`src/rtl/pos_trigger_pkg.sv`:
```
// Shared constants for position-triggered output blocks.
// Optional feature macro: POS_TRIGGER_REARM_EN (periodic re-arm).
package pos_trigger_pkg;

  localparam int POS_W   = 32;
  localparam int TIMER_W = 16;
  localparam int CNT_W   = 8;

  localparam logic [1:0] TRIG_IDLE    = 2'd0;
  localparam logic [1:0] TRIG_ARMED   = 2'd1;
  localparam logic [1:0] TRIG_PULSE   = 2'd2;
  localparam logic [1:0] TRIG_HOLDOFF = 2'd3;

  // Pulse width with zero promoted to one; one bit wider so timer+1 never wraps.
  function automatic logic [TIMER_W:0] eff_len(input logic [TIMER_W-1:0] len);
    return (len == '0) ? {{TIMER_W{1'b0}}, 1'b1} : {1'b0, len};
  endfunction

endpackage

```
`src/rtl/pos_cmp.sv`:
```
// Combinational signed position compare: dir=0 -> pos >= target, dir=1 -> pos <= target.
module pos_cmp
  import pos_trigger_pkg::*;
(
  input  logic [POS_W-1:0] pos,
  input  logic [POS_W-1:0] target,
  input  logic             dir,
  output logic             hit
);

  // Direction picks which side of the target counts as reached.
  always_comb begin
    hit = dir ? ($signed(pos) <= $signed(target))
              : ($signed(pos) >= $signed(target));
  end

endmodule

```
`src/rtl/pos_trigger_out.sv`:
```
// Position-triggered pulse output: arm with target/dir, fire a timed pulse
// when the live position reaches the target, then hold off before idling.
// Optional feature macro: POS_TRIGGER_REARM_EN adds period/rearm so that the
// target advances by period after each holdoff and the block re-arms itself.
module pos_trigger_out
  import pos_trigger_pkg::*;
#(
  parameter logic IDLE_LEVEL = 1'b0
) (
  input  logic               clk,
  input  logic               reset,
  input  logic [POS_W-1:0]   pos_in,
  input  logic [POS_W-1:0]   target,
  input  logic               dir,
  input  logic               arm,
  input  logic               cancel,
  input  logic [TIMER_W-1:0] pulse_len,
  input  logic [TIMER_W-1:0] holdoff,
`ifdef POS_TRIGGER_REARM_EN
  input  logic [POS_W-1:0]   period,
  input  logic               rearm,
`endif
  output logic               sig_out,
  output logic               busy,
  output logic               fired,
  output logic [POS_W-1:0]   fire_pos,
  output logic [CNT_W-1:0]   cycles
);

  logic [1:0]         state_q, state_d;
  logic [TIMER_W-1:0] timer_q, timer_d;
  logic [POS_W-1:0]   tgt_q, tgt_d;
  logic               dir_q, dir_d;
  logic               sig_q, sig_d;
  logic               busy_q, busy_d;
  logic               fired_q, fired_d;
  logic [POS_W-1:0]   fire_pos_q, fire_pos_d;
  logic [CNT_W-1:0]   cycles_q, cycles_d;
  logic               hit;
  logic [TIMER_W:0]   timer_nxt;
  logic               exit_armed;
  logic [POS_W-1:0]   next_tgt;

`ifdef POS_TRIGGER_REARM_EN
  logic rearm_q, rearm_d;
  assign exit_armed = rearm_q;
  assign next_tgt   = tgt_q + period;
`else
  assign exit_armed = 1'b0;
  assign next_tgt   = tgt_q;
`endif

  assign timer_nxt = {1'b0, timer_q} + 1'b1;

  pos_cmp u_cmp (
    .pos    (pos_in),
    .target (tgt_q),
    .dir    (dir_q),
    .hit    (hit)
  );

  // Next-state logic; cancel is applied last so it overrides arm and fire.
  always_comb begin
    state_d    = state_q;
    timer_d    = timer_q;
    tgt_d      = tgt_q;
    dir_d      = dir_q;
    sig_d      = IDLE_LEVEL;
    fired_d    = fired_q;
    fire_pos_d = fire_pos_q;
    cycles_d   = cycles_q;
`ifdef POS_TRIGGER_REARM_EN
    rearm_d    = rearm_q;
`endif
    case (state_q)
      TRIG_IDLE: begin
        if (arm) begin
          tgt_d   = target;
          dir_d   = dir;
          fired_d = 1'b0;
`ifdef POS_TRIGGER_REARM_EN
          rearm_d = rearm;
`endif
          state_d = TRIG_ARMED;
        end
      end
      TRIG_ARMED: begin
        // A reload cycle never fires; the new target is compared next cycle.
        if (arm) begin
          tgt_d   = target;
          dir_d   = dir;
          fired_d = 1'b0;
`ifdef POS_TRIGGER_REARM_EN
          rearm_d = rearm;
`endif
        end else if (hit) begin
          fire_pos_d = pos_in;
          fired_d    = 1'b1;
          cycles_d   = cycles_q + 1'b1;
          timer_d    = '0;
          sig_d      = ~IDLE_LEVEL;
          state_d    = TRIG_PULSE;
        end
      end
      TRIG_PULSE: begin
        if (timer_nxt >= eff_len(pulse_len)) begin
          timer_d = '0;
          if (holdoff != '0) begin
            state_d = TRIG_HOLDOFF;
          end else if (exit_armed) begin
            state_d = TRIG_ARMED;
            tgt_d   = next_tgt;
          end else begin
            state_d = TRIG_IDLE;
          end
        end else begin
          timer_d = timer_nxt[TIMER_W-1:0];
          sig_d   = ~IDLE_LEVEL;
        end
      end
      default: begin // TRIG_HOLDOFF
        if (timer_nxt >= {1'b0, holdoff}) begin
          timer_d = '0;
          if (exit_armed) begin
            state_d = TRIG_ARMED;
            tgt_d   = next_tgt;
          end else begin
            state_d = TRIG_IDLE;
          end
        end else begin
          timer_d = timer_nxt[TIMER_W-1:0];
        end
      end
    endcase
    if (cancel) begin
      state_d    = TRIG_IDLE;
      sig_d      = IDLE_LEVEL;
      timer_d    = '0;
      tgt_d      = tgt_q;
      dir_d      = dir_q;
      fired_d    = fired_q;
      fire_pos_d = fire_pos_q;
      cycles_d   = cycles_q;
`ifdef POS_TRIGGER_REARM_EN
      rearm_d    = rearm_q;
`endif
    end
    busy_d = (state_d != TRIG_IDLE);
  end

  // State and output registers; reset forces the output idle immediately.
  always_ff @(posedge clk or posedge reset) begin
    if (reset) begin
      state_q    <= TRIG_IDLE;
      timer_q    <= '0;
      tgt_q      <= '0;
      dir_q      <= 1'b0;
      sig_q      <= IDLE_LEVEL;
      busy_q     <= 1'b0;
      fired_q    <= 1'b0;
      fire_pos_q <= '0;
      cycles_q   <= '0;
`ifdef POS_TRIGGER_REARM_EN
      rearm_q    <= 1'b0;
`endif
    end else begin
      state_q    <= state_d;
      timer_q    <= timer_d;
      tgt_q      <= tgt_d;
      dir_q      <= dir_d;
      sig_q      <= sig_d;
      busy_q     <= busy_d;
      fired_q    <= fired_d;
      fire_pos_q <= fire_pos_d;
      cycles_q   <= cycles_d;
`ifdef POS_TRIGGER_REARM_EN
      rearm_q    <= rearm_d;
`endif
    end
  end

  assign sig_out  = sig_q;
  assign busy     = busy_q;
  assign fired    = fired_q;
  assign fire_pos = fire_pos_q;
  assign cycles   = cycles_q;

endmodule

```
`config.mk`:
```
export PLATFORM = sky130hd
export DESIGN_NAME = pos_trigger_out
export DESIGN_NICKNAME = d
export VERILOG_FILES = /design/src/rtl/pos_trigger_pkg.sv /design/src/rtl/pos_cmp.sv /design/src/rtl/pos_trigger_out.sv
export SDC_FILE = /design/constraint.sdc
export NUM_CORES = 1
export LEC_CHECK = 0
export BUFFER_PORTS_ARGS = -buffer_cell sky130_fd_sc_hd__clkbuf_2
export CELL_PAD_IN_SITES_DETAIL_PLACEMENT = 1
export CELL_PAD_IN_SITES_GLOBAL_PLACEMENT = 1
export CORE_ASPECT_RATIO = 0.8
export CORE_MARGIN = 3
export CORE_UTILIZATION = 37
export CTS_CLUSTER_SIZE = 8
export DETAILED_ROUTE_END_ITERATION = 10
export PLACE_DENSITY_LB_ADDON = 0.1
export SYNTH_ARGS = -nofsm -noshare
export SYNTH_HDL_FRONTEND = slang
export SYNTH_SLANG_ARGS = --single-unit
```
`constraint.sdc`:
```
create_clock -name clk -period 5 [get_ports clk]
set_input_delay 0.25 -clock clk [delete_from_list [all_inputs] [get_ports clk]]
set_output_delay 0.25 -clock clk [all_outputs]
set_load 0.02 [all_outputs]
```
# --- Word level (Yosys, flattened, before mapping) ---
# Index checks and enable logic that the tools add are counted.
classes:
  n_eq_ne: 7
  n_reduce_logical: 10
  n_lt_le_gt_ge: 4
  n_addsub: 2
  n_mux: 25
  bitwise: 2
op_table:
  columns: ["op", "n"]
  rows:
  - ["16-bit 2-to-1 mux", 6]
  - ["16-bit case mux with 3 select lines", 1]
  - ["17-bit by 16-bit >= comparator with 1-bit output", 2]
  - ["32-bit >= comparator", 1]
  - ["32-bit less-or-equal comparator", 1]
  - ["16-bit by 1-bit adder with 17-bit output, second input constant", 1]
  - ["16-bit zero test", 1]
  - ["16-bit nonzero test", 1]
  - ["2-bit 2-to-1 mux", 7]
  - ["3-bit != test, second input constant", 3]
  - ["8-bit by 1-bit adder with 8-bit output, second input constant", 1]
  - ["1-bit 2-to-1 mux", 8]
  - ["4-bit AND reduction", 2]
  - ["2-bit case mux with 3 select lines", 1]
  - ["3-bit AND reduction", 2]
  - ["2-bit != test, second input constant", 2]
  - ["1-bit case mux with 2 select lines", 2]
  - ["2-bit nonzero test", 2]
  - ["2-bit by 1-bit equality test with 1-bit output, second input constant", 1]
  - ["2-bit equality test, second input constant", 1]
  - ["2-bit zero test", 1]
  - ["1-bit NOT", 2]
  - ["2-bit OR reduction", 1]
word_totals:
  out_inout_bits: 43
  regBits: 94

# --- Depth between registers and ports, before layout ---
depth:
  ltp_word: 7
  depth_mapped: 17

# --- Hierarchy ---
# Synthesis repeated with hierarchy kept, for this count alone.
hier_totals:
  cells_unflattened: 534
  hier_area_um2: 5751.8
by_module_without_submodules:
  columns: ["module", "cells_per_inst", "n_inst", "area_each_um2"]
  rows:
  - ["pos_trigger_out", 416, 1, 4916.0]
  - ["pos_cmp", 118, 1, 835.8]

# --- Least setup slack after synthesis ---
# No wires, ideal clock.
synth_timing:
  path_kind: "flip-flop to flip-flop"
  start: "register timer_q[0]"
  end: "register timer_q[5]"
  setup_time_ns: 0.101
  arrival_ns: 3.396
  slack_ns: 1.503
  t_required_ns: 4.899
  stages_incl_launch_ff: 17
  cell_sequence: "dfrtp_1 > ha_1 > nand3_1 > nor4_1 > and3_1 > xor2_1 > ha_1 > nand3_1 > nor3_1 > a221oi_1 > and4_1 > nand3_1 > o21ai_0 > buf_2 > nand2_2 > buf_2 > o32ai_1"
synth_between:
  elab_chain_cells: 5
synth_rtl:
  columns: ["item", "line_no", "rtl"]
  rows:
  - ["start, declared", "pos_trigger_out.sv:31", "logic [TIMER_W-1:0] timer_q, timer_d;"]
  - ["start signal, assigned", "pos_trigger_out.sv:168", "timer_q <= timer_d;"]
  - ["16-bit by 1-bit adder with 17-bit output *", "pos_trigger_out.sv:53", "assign timer_nxt = {1'b0, timer_q} + 1'b1;"]
  - ["17-bit by 16-bit >= comparator with 1-bit output (on tied branches)", "pos_trigger_out.sv:122, pos_trigger_out.sv:106", null]
  - ["16-bit 2-to-1 mux (on tied branches)", "pos_trigger_out.sv:122, pos_trigger_out.sv:106", null]
  - ["16-bit case mux with 3 select lines *", "pos_trigger_out.sv:75", "case (state_q)"]
  - ["16-bit 2-to-1 mux *", "pos_trigger_out.sv:135", "if (cancel) begin"]
# Every way passes the cells marked *; elsewhere a longest branch is shown, timed or not.
# A chain may end at the register's enable or synchronous reset.

# --- Worst setup path after layout ---
layout_timing:
  start: "register timer_q[0]"
  end: "register timer_q[8]"
# Same word-level chain as after synthesis.

==> results.md <==
- Worst clock skew: 0.008017 ns
- Clock buffers created by TritonCTS: 9
- Resized Gates After CTS: 0
- Buffering stage count on the worst path with inverters included: 1
- Pin count of the biggest net entering global routing: 67
- Number of nets still failing antenna checks after routing: 0
- Worst path most repeated cell: sky130_fd_sc_hd__nand3_1
- Number of antenna violations at the first check in global routing: 0
- Critical path data arrival time: 4.55 ns
- Final Hold Viols: 0
- Basic-gate share of the synthesized area counting and, or, nand and nor cells: 0.1208
- Grt ovf: 0
- Share of synthesized registers carrying an async set or reset: 1.000
- Core area: 15310 sq um
- Routability congestion estimate from global placement: 0.8300
- Tmin final: 4.263 ns
- Cell type with the largest total area after synthesis: sky130_fd_sc_hd__dfrtp_1
- Iteration count of the initial detailed-routing pass: 4
- Synthesized-area fraction occupied by ao, oa, aoi and oai cells: 0.1125
- DPL Wire Length: 12.40 mm
- Cell at the root of the clock tree: sky130_fd_sc_hd__clkbuf_16
- Num Clock Sinks: 94
- Worst hold path type: input pin to flip-flop
- Crit end category: flip-flop
- Total setup violations reported at the end of the flow: 0
- Primary flip-flop cell chosen by synthesis mapping: sky130_fd_sc_hd__dfrtp_1
- Number of enable flip-flop cells after synthesis: 0
- Worst setup slack before clock tree synthesis: 0.7506 ns
- Fillers: 1747
- Ys Warns: 0
- Leak pwr: 3.599 nW
- GRT Overall Usage: 0.1780
- Critical path startpoint category: flip-flop
- PortBufs: 143
- Outcome: finished clean
- Overall die area: 17520 sq um
- Relative area change from synthesis to final layout: 21.47%
- Number of I/O pins: 144
- Crit path kind: flip-flop to flip-flop
- Sequential-to-total area share from yosys stat: 0.3985
- Post-synth top area share: 0.3985
- Reg2Reg Setup Slack: 0.74 ns
- CTS tree: yes
- Vias in the first global route: 4964
- Net count of the finished layout: 871
- Part of the cycle the worst path needs: 0.8526
- Setup repair after global routing missed its margin: false
- Clock-pin slew on the worst setup and hold paths: 0.07 ns
- Die X-Extent: 147.2 um
- DRC viols: 0
- Total power divided by cell area: 479.6 nW/um^2
- Final Routed Wirelength: 15.24 mm
- Site Rows: 40
- H-Tree Level Count: 3
- Clock tree buffer depth: 2
- Post-Synth Adder-Cell Area: 0.1484
- Clock latency reported for the late side of the worst-skew pair: 0.34 ns
- Cells along the critical path: ha_1 -> nand3_1 -> nor4_1 -> and3_1 -> xor2_1 -> ha_1 -> nand3_1 -> nor3_1 -> a221oi_1 -> and4_1 -> nand3_1 -> o21ai_0 -> buf_4 -> nand2_2 -> a2bb2o_1
- Starting density of the core: 0.3855
- Mux cell area share after synthesis: 0.1259
- Top cells by area in the synthesized netlist: sky130_fd_sc_hd__dfrtp_1, sky130_fd_sc_hd__ha_1, sky130_fd_sc_hd__mux2_2
- Critical path's top delay family: simple AND/OR/NAND/NOR gates
- Highest clock rate: 234.6 MHz
- Number of distinct library cells after synthesis: 56
- Antenna Cells: 0
- Instance count after placement with tap cells included: 898
- Critical-path top delay cell: sky130_fd_sc_hd__nor4_1
- Crit path required time: 5.28 ns
- Die extent in y: 119.0 um
- Detailed router's first-iteration violation count: 214
- Number of synthesized register bits: 94
- Dominant combinational cell family by area after synthesis: adder cells
- Mean routed wirelength per cell: 16.65 um
- Maximum VDD drop: 225.3 uV
- Mapped Area: 5903 sq um
- Number of pins with negative max-slew slack in the final report: 0
- Cell count after synthesis: 556
- Global-route wire length before repair: 25.22 mm
- Max-Cap Viols: 0
- Slew HR: 0.4308
- Average vias per placed instance: 5.060
- Fraction of final layout cells sized beyond drive strength 1: 0.3504
- Setup TNS Final: 0 ns
- Per-instance average area after synthesis: 10.62 sq um
- Detailed-route via count: 4630
- Fin cells: 915
- Worst Slack Setup Final: 0.7369 ns
- Post-Synth XOR/XNOR Area: 0.03412
- Post-Syn Nets: 727
- Slew of the pin with the lowest slew margin: 0.8460 ns
- Delay contributed by the slowest stage of the critical path: 0.76 ns
- Crit path max fanout: 11
[power breakdown]
group,internal (mW),leakage (nW),switching [mW],total [mW]
logic,0.659,2.26,0.832,1.49
clock network,0.440,0.156,0.299,0.739
registers,1.05,1.18,0.162,1.21
total,2.15,3.60,1.29,3.44
[synth_stat cells, drive strengths merged (2+ instances only)]
master   count
mux2        66
a21oi       29
nand4       15
clkbuf       7
xor2         5
nor2        11
a21o         5
a2bb2o       2
a221o        2
xnor2       18
o21a         2
o2bb2ai      4
nor4        11
o32ai        6
and4         3
a21boi       6
buf          7
nand2b      13
and3         7
a211oi       5
o211ai       4
dfrtp       94
o21ai       11
o31ai        2
nor3         8
a2111oi      2
nand3       21
nand2       22
inv         76
a221oi       2
a41o         2
or3          7
ha          70
[layout by cell type (no fill, tap or decap), types with 8 or more instances in the layout]
master,synthesis,routed
sky130_fd_sc_hd__mux2_2,66,66
sky130_fd_sc_hd__nor3_1,8,8
sky130_fd_sc_hd__clkbuf_2,0,143
sky130_fd_sc_hd__a21oi_1,28,28
sky130_fd_sc_hd__nand2b_1,13,13
sky130_fd_sc_hd__clkbuf_16,0,9
sky130_fd_sc_hd__ha_1,70,70
sky130_fd_sc_hd__dfrtp_1,94,94
sky130_fd_sc_hd__inv_1,76,75
sky130_fd_sc_hd__o21ai_0,10,10
sky130_fd_sc_hd__xnor2_1,18,18
sky130_fd_sc_hd__nand2_1,21,21
sky130_fd_sc_hd__nand4_1,14,14
sky130_fd_sc_hd__nor4_1,9,9
sky130_fd_sc_hd__nand3_1,21,21
sky130_fd_sc_hd__nor2_1,10,10
[cell families after synthesis]
logic type | Yosys count
simple gates | 124
xor+xnor | 23
fa+ha+maj | 70
mux | 66
flops | 94
compound gates | 89
buf+inv | 90
[routing by layer]
metal	routed length [um]	part of all wire	GRT usage
met4	133	0.0087	0.03667
met5	0	0	0
met1	7427	0.49	0.2475
met2	6981	0.46	0.2805
met3	693	0.045	0.04793
[area by class of cell]
type	instances	area, sq um	share of cell area
clock buffers	9	225.2	0.03141
inverters	76	287.8	0.04013
clock inverters	7	95.09	0.01326
repair buffers	147	748.2	0.1043
multi-input cells	372	3199	0.4462
flip-flops and latches	94	2352	0.3280
well taps	210	262.8	0.03664
[state kept, by name, summed over array words and instances (netlist names)]
register and cells:
busy 1, cycles 8, dir_q 1, fire_pos 32
fired 1, next_tgt 32, sig_out 1, state_q 2
timer_q 16
[worst paths after layout]
check	startpoint	endpoint	cells after the start
min reg2reg	cycles[7]$_DFFE_PP0P_	cycles[7]$_DFFE_PP0P_	1
max	timer_q[0]$_DFFE_PP0P_	timer_q[8]$_DFFE_PP0P_	15
min	target[19]	next_tgt[19]$_DFFE_PP0P_	2
max reg2reg	timer_q[0]$_DFFE_PP0P_	timer_q[8]$_DFFE_PP0P_	15
min in group asynchronous	reset	fire_pos[16]$_DFFE_PP0P_	3
max in group asynchronous	reset	next_tgt[4]$_DFFE_PP0P_	4
[timing repair]
action                    4_1_cts  5_1_grt
hold buffers                    1        0
setup buffers                   0        0
hold endpoints to repair       28        0
[per-stage QoR]
stage	utilization	cell area (sq um)	total power, mW	hold slack, ns
after global placement	0.4467	6840	2.661	0.2455
after CTS	0.4682	7171	3.496	0.1145
final	0.4682	7171	3.439	0.1304
after detailed placement	0.4467	6840	2.735	0.2513
after floorplan	-	5903	2.274	0.3572
after global routing	0.4682	7171	3.721	0.1213
Power figures use the tool's default switching activity.
